`config.mk`:
```
export PLATFORM = sky130hd
export DESIGN_NAME = bin2bcd_seq
export DESIGN_NICKNAME = d
export VERILOG_FILES = /design/src/rtl/bin2bcd_seq.sv
export SDC_FILE = /design/constraint.sdc
export NUM_CORES = 1
export LEC_CHECK = 0
export ABC_AREA = 1
export CORE_ASPECT_RATIO = 1.2
export CORE_MARGIN = 2
export CORE_UTILIZATION = 54
export CTS_CLUSTER_SIZE = 10
export DETAILED_ROUTE_END_ITERATION = 8
export PLACE_DENSITY = 0.87
export RECOVER_POWER = 50
export SYNTH_ARGS = -nofsm -noshare
export SYNTH_HDL_FRONTEND = slang
export SYNTH_SLANG_ARGS = --single-unit
```
`constraint.sdc`:
```
create_clock -name CLK -period 1.5 [get_ports CLK]
set_input_delay 0.225 -clock CLK [delete_from_list [all_inputs] [get_ports CLK]]
set_output_delay 0.225 -clock CLK [all_outputs]
set_load 0.05 [all_outputs]
```
`src/rtl/bin2bcd_seq.sv`:
```
// bin2bcd_seq: sequential binary-to-BCD converter using shift-and-add-3,
// one input bit per clock. Feeds packed BCD nibbles to seven-segment
// digit decoders.
//
// Ports:
//   CLK     rising-edge clock
//   RST     asynchronous active-high reset
//   START   conversion request, sampled on CLK rising edge while idle
//   BIN_IN  WIDTH-bit unsigned value, captured when START is accepted
//   HEX     (only with BIN2BCD_HEXMODE_EN) 1 = pass BIN_IN through as raw
//           hex nibbles with a one-cycle latency instead of converting
//   BUSY    high while a conversion is in progress
//   DONE    one-cycle pulse when BCD holds a new result
//   BCD     packed result, nibble [3:0] = ones, [7:4] = tens, ...
//
// Optional feature macro: BIN2BCD_HEXMODE_EN (adds the HEX input).
//
// Timing: START accepted at edge 0, DONE high in the cycle after edge
// WIDTH. BCD only updates together with DONE, so intermediate scratch
// values are never visible.

module bin2bcd_seq #(
  parameter int WIDTH  = 8,
  parameter int DIGITS = 3
) (
  input  logic                  CLK,
  input  logic                  RST,
  input  logic                  START,
  input  logic [WIDTH-1:0]      BIN_IN,
`ifdef BIN2BCD_HEXMODE_EN
  input  logic                  HEX,
`endif
  output logic                  BUSY,
  output logic                  DONE,
  output logic [4*DIGITS-1:0]   BCD
);

  localparam int BW = 4 * DIGITS;
  localparam int CW = $clog2(WIDTH + 1);

  typedef enum logic {
    IDLE,
    CONV
  } state_t;

  state_t          state_q, state_d;
  logic [WIDTH-1:0] shift_q, shift_d;
  logic [BW-1:0]   scratch_q, scratch_d;
  logic [CW-1:0]   cnt_q, cnt_d;
  logic [BW-1:0]   bcd_q, bcd_d;
  logic            done_q, done_d;

  // One shift-and-add-3 step: nibble-local correction, then shift left.
  logic [BW-1:0]         adj;
  logic [BW+WIDTH-1:0]   step_cat;
  logic [BW-1:0]         scratch_step;
  logic [WIDTH-1:0]      shift_step;

  genvar gi;
  generate
    for (gi = 0; gi < DIGITS; gi++) begin : g_adj
      assign adj[gi*4 +: 4] = (scratch_q[gi*4 +: 4] >= 4'd5) ?
                              (scratch_q[gi*4 +: 4] + 4'd3) :
                              scratch_q[gi*4 +: 4];
    end
  endgenerate

  assign step_cat     = {adj, shift_q} << 1;
  assign scratch_step = step_cat[BW+WIDTH-1:WIDTH];
  assign shift_step   = step_cat[WIDTH-1:0];

`ifdef BIN2BCD_HEXMODE_EN
  localparam int HW = (WIDTH < BW) ? WIDTH : BW;

  logic          hex_q, hex_d;
  logic [BW-1:0] hex_val;

  // Raw pass-through, zero-extended or truncated to the BCD width. The
  // shift register still holds the captured value on the single CONV edge.
  always_comb begin
    hex_val         = '0;
    hex_val[HW-1:0] = shift_q[HW-1:0];
  end
`endif

  always_ff @(posedge CLK or posedge RST) begin
    if (RST) begin
      state_q   <= IDLE;
      shift_q   <= '0;
      scratch_q <= '0;
      cnt_q     <= '0;
      bcd_q     <= '0;
      done_q    <= 1'b0;
`ifdef BIN2BCD_HEXMODE_EN
      hex_q     <= 1'b0;
`endif
    end else begin
      state_q   <= state_d;
      shift_q   <= shift_d;
      scratch_q <= scratch_d;
      cnt_q     <= cnt_d;
      bcd_q     <= bcd_d;
      done_q    <= done_d;
`ifdef BIN2BCD_HEXMODE_EN
      hex_q     <= hex_d;
`endif
    end
  end

  always_comb begin
    state_d   = state_q;
    shift_d   = shift_q;
    scratch_d = scratch_q;
    cnt_d     = cnt_q;
    bcd_d     = bcd_q;
    done_d    = 1'b0;
`ifdef BIN2BCD_HEXMODE_EN
    hex_d     = hex_q;
`endif

    case (state_q)
      IDLE: begin
        if (START) begin
          shift_d   = BIN_IN;
          scratch_d = '0;
          cnt_d     = CW'(WIDTH);
          state_d   = CONV;
`ifdef BIN2BCD_HEXMODE_EN
          hex_d     = HEX;
          // Hex pass-through finishes on the very next edge.
          if (HEX) begin
            cnt_d = CW'(1);
          end
`endif
        end
      end

      CONV: begin
        scratch_d = scratch_step;
        shift_d   = shift_step;
        cnt_d     = cnt_q - CW'(1);
        // Last bit consumed on this edge: publish the result.
        if (cnt_q == CW'(1)) begin
          state_d = IDLE;
          done_d  = 1'b1;
          bcd_d   = scratch_step;
`ifdef BIN2BCD_HEXMODE_EN
          if (hex_q) begin
            bcd_d = hex_val;
          end
`endif
        end
      end

      default: begin
        state_d = IDLE;
      end
    endcase
  end

  assign BUSY = (state_q == CONV);
  assign DONE = done_q;
  assign BCD  = bcd_q;

endmodule

```
# Word level (Yosys, flattened, before mapping)
# Index checks and enable logic that the tools add are counted.
[totals]
regBits = 38
in_bits = 11
out_inout_bits = 14
word_cells = 31
[classes]
addsub = 4
n_lt_le_gt_ge = 3
n_eq_ne = 2
mux = 14
bitwise_logic = 1
n_reduce_logical = 1
[ops]
columns = ["operator", "count"]
rows = [
  ["12-bit case mux with 2 select lines", 1],
  ["8-bit case mux with 2 select lines", 1],
  ["4-bit by 3-bit >= comparator with 1-bit output, second input constant", 3],
  ["12-bit two-way mux", 1],
  ["4-bit two-way mux", 3],
  ["4-bit by 2-bit adder with 4-bit output, second input constant", 2],
  ["8-bit two-way mux", 1],
  ["4-bit case mux with 2 select lines", 1],
  ["4-bit by 1-bit equality test with 1-bit output, second input constant", 1],
  ["1-bit two-way mux", 4],
  ["4-bit by 1-bit subtractor with 4-bit output, second input constant", 1],
  ["3-bit by 2-bit adder with 3-bit output, second input constant", 1],
  ["3-bit two-way mux", 1],
  ["2-bit inequality test, second input constant", 1],
  ["1-bit case mux with 2 select lines", 1],
  ["2-bit AND reduction", 1],
  ["1-bit NOT", 1],
]

# Longest topological paths before layout
[logic_depth]
ltp_word = 3
depth_mapped = 8
mapped_depth_nobuf = 8

# Worst setup path before layout
# OpenSTA, ideal clock, no wires.
[synth_path]
path_type = "reg-to-reg"
from = "register state_q, in the netlist BUSY"
to = "register bcd_q[0], in the netlist BCD[0]"
arrival_time_ps = 1229
t_required_ps = 1381
setup_slack_ps = 152
path_stages_with_launch = 6
n_path_buf = 2
period_less_slack_ps = 1348
cell_sequence = "dfrtp_1 buf_6 nand3_4 buf_6 nand2_2 o21ai_2"
[synth_between]
elab_chain_len = 1
[synth_lines]
columns = ["element", "line_no", "source"]
rows = [
  ["start: declaration", "46", "state_t state_q, state_d;"],
  ["start signal: assignment", "98", "state_q <= state_d;"],
  ["2-bit AND reduction (no line)", "-", ""],
  ["end signal: assignment", "92", "bcd_q <= '0;"],
  ["end signal: assignment", "102", "bcd_q <= bcd_d;"],
  ["end: declaration", "50", "logic [BW-1:0] bcd_q, bcd_d;"],
]
# Every way passes these cells.
# A chain may end at the register's enable or synchronous reset.

# Worst setup path in the final report
[layout_path]
from = "register state_q, in the netlist BUSY"
to = "output BUSY"
[layout_rtl]
columns = ["element", "line_no", "source"]
rows = [
  ["end: declaration", "33", "output logic BUSY,"],
]
# No word-level cell between the ends.

==> results.json <==
{
  "port_buffers": 24,
  "post_cts_resized": 0,
  "timing.setup.tns_ps": 0,
  "critical_path_required_ps": 1270,
  "postSynthCellCount": 209,
  "cp_slowest_cell": "dfrtp_1",
  "path_class": "register to output pin",
  "ys_seq_area_frac": 0.5227,
  "cp_top_family": "flip-flops",
  "tightest_slew_ps": 911.4,
  "cp_max_fo": 9,
  "grt_pass1_vias": 1414,
  "r2r-end": "BCD[6]$_DFFE_PP0P_",
  "final_layout_size_suffix_gt1_frac": 0.1381,
  "hp-class": "register to register",
  "synth-async-reset-ratio": 1.000,
  "netlist.area_leader.share": 0.5227,
  "synth_cell_type_count": 21,
  "hold_viol": 0,
  "fmax_mhz": 714.1,
  "syn-mean-instance-area_sq_um": 8.705,
  "yosysWarnings": 0,
  "rr_worst_depth": 8,
  "cts_sinks": 38,
  "post-route-period-util": 0.9336,
  "clock_path_buffers": 2,
  "final_antenna_net_count": 0,
  "gr-total-overflow": 0,
  "worstHoldStart": "BCD[10]$_DFFE_PP0P_",
  "drt-pass1-iter-count": 4,
  "synthFlopType": "dfrtp_1",
  "cts-root-buf": "clkbuf_8",
  "syn_area_sq_um": 1819,
  "area_growth_pct": 17.68,
  "synth_top_cell_by_area": "dfrtp_1",
  "post-route-drc-count": 0,
  "report.final.slew_viol_count": 0,
  "fin_util": 0.6526,
  "rows": 23,
  "crit_arrival_ps": 1180,
  "nets": 259,
  "placed_cells": 270,
  "hpwl_mm": 2.590,
  "vias": 1486,
  "via_per_inst": 5.384,
  "ir_drop_v": 0.001537,
  "grt_antenna_before_repair": 0,
  "critPathMaxStageDelay_ps": 550,
  "synth_edf_count": 0,
  "reg2reg_slack_ps": 150,
  "leakagePower_nw": 1.114,
  "cap_violations": 0,
  "hold_buffers": 0,
  "worstPathCellList": "buf_4 > buf_12",
  "cts_tree": "built",
  "finish.instance_area_sq_um": 2141,
  "start_util": 0.5545,
  "finalPower_mw": 5.386,
  "yosys-top-cells-count": "nand2_1, dfrtp_1, nand3_1",
  "stdcell_count": 276,
  "place_area_sq_um": 2087,
  "drt_iter0_drc": 60,
  "grt_max_degree": 39,
  "whs_path_depth": 2,
  "ioPinCount": 25,
  "worstSkewPairLatency_ps": 290,
  "ys_ff_latch": 38,
  "htree_levels": 2,
  "skew_ps": 5.722,
  "track_usage": 0.2116,
  "critPathCaptureType": "output pin",
  "die_w_um": 56.99,
  "setup_violations": 0,
  "syn_nets": 228,
  "timing.rr.start": "scratch_q[4]$_DFFE_PP0P_",
  "grt_first_pass_wirelength_mm": 6.182,
  "place.gp.congestion": 0.7732,
  "cp-start-kind": "register",
  "power_density_nw_per_um2": 2516,
  "slew_headroom": 0.3924,
  "cts_inserted_buffers": 5,
  "period_needed_ps": 1400,
  "rsz0062_at_grt": "no",
  "postCtsSetupBuffers": 0,
  "critical_path_buf_inv_count": 2,
  "status": "finished clean",
  "diodes": 0,
  "synthTopCellsByArea": "dfrtp_1, nand2_1, nand3_1",
  "fp.dieH_um": 67.58,
  "avgRoutedWirePerCell_um": 13.07,
  "core-area_sq_um": 3281,
  "wl_mm": 3.607,
  "die_area_sq_um": 3851,
  "synth_most_common_cell": "nand2_1",
  "min_to": "BCD[10]$_DFFE_PP0P_",
  "path_clk_slew_ps": 70
}
## worst register-to-register path, stage by stage (launching register included)
cell and delay [ps]:
dfrtp_1 410, inv_1 100, ha_1 210, inv_1 60
nand2_1 100, nand3_2 130, nand2_1 90, nand3_1 80
nand2_1 60
## cell usage in the layout, fill, tap and decap left out
| master | instances |
|---|---|
| clkdlybuf4s50_1 | 9 |
| nand3_1 | 26 |
| nand3_4 | 1 |
| buf_4 | 9 |
| clkinv_4 | 1 |
| nand2_1 | 74 |
| nand2_4 | 1 |
| nor2_1 | 4 |
| clkbuf_1 | 1 |
| nand3_2 | 1 |
| nand2_2 | 1 |
| nor2_2 | 2 |
| dfrtp_1 | 38 |
| inv_2 | 2 |
| nand4_1 | 7 |
| dlygate4sd3_1 | 1 |
| inv_1 | 18 |
| clkbuf_8 | 6 |
| ha_1 | 8 |
| xnor2_1 | 1 |
| clkbuf_2 | 7 |
| o21ai_2 | 1 |
| buf_12 | 1 |
| a22o_1 | 1 |
| o22ai_1 | 6 |
| o211ai_1 | 1 |
| o21ai_0 | 11 |
## sequential cells by signal, summed over array words and instances (netlist names)
signal,count
DONE,1
scratch_q,12
BUSY,1
BCD,12
shift_q,8
cnt_q,4
## where the power goes
group	total, mW	leakage, nW	internal (mW)	switching (mW)
registers	1.85	0.473	1.51	0.335
logic	2.86	0.598	0.919	1.94
clock network	0.677	0.0431	0.354	0.323
total	5.39	1.11	2.78	2.60
## logic make-up after synthesis
| kind of cell | share of synthesized area |
|---|---|
| compound gates | 0.06465 |
| xor+xnor | 0.004815 |
| fa+ha+maj | 0.05502 |
| buf+inv | 0.06740 |
| flops | 0.5227 |
| simple gates | 0.2854 |
## final cells by class
class / instances / area (sq um)
fillers: 307 / 1140
flip-flops and latches: 38 / 950.9
multi-input cells: 146 / 750.7
repair buffers: 28 / 226.5
inverters: 21 / 83.83
clock buffers: 6 / 82.58
well taps: 37 / 46.29
## layer usage
metal  part of all wire  track usage  up-vias  wire length (um)
met5                  0            0        -                 0
met4              0.017      0.07849        0                62
met3              0.045      0.05939        7               162
met2               0.52       0.3736       35              1873
met1               0.42       0.2454      699              1508
li1                   -            -      745                 -
## stage by stage
step / hold slack (ps) / worst slack [ps]
after floorplan: 357.9 / 152.0
after global placement: 464.7 / 159.9
after detailed placement: 466.8 / 152.8
after CTS: 291.9 / 85.15
after global routing: 507.2 / 19.02
final: 479.0 / 99.56
## how the worst max path moves through the flow
stage                             end                startpoint  depth (start not counted)
6_report                         BUSY            BUSY$_DFF_PP0_                          2
5_1_grt                          BUSY            BUSY$_DFF_PP0_                          2
4_1_cts                          BUSY            BUSY$_DFF_PP0_                          2
3_5_place_dp       BCD[6]$_DFFE_PP0P_  scratch_q[4]$_DFFE_PP0P_                          8
3_3_place_gp   shift_q[7]$_DFFE_PP0P_                     START                          5
2_1_floorplan      BCD[0]$_DFFE_PP0P_            BUSY$_DFF_PP0_                          5
No activity file was read; power rests on OpenSTA's default activity.
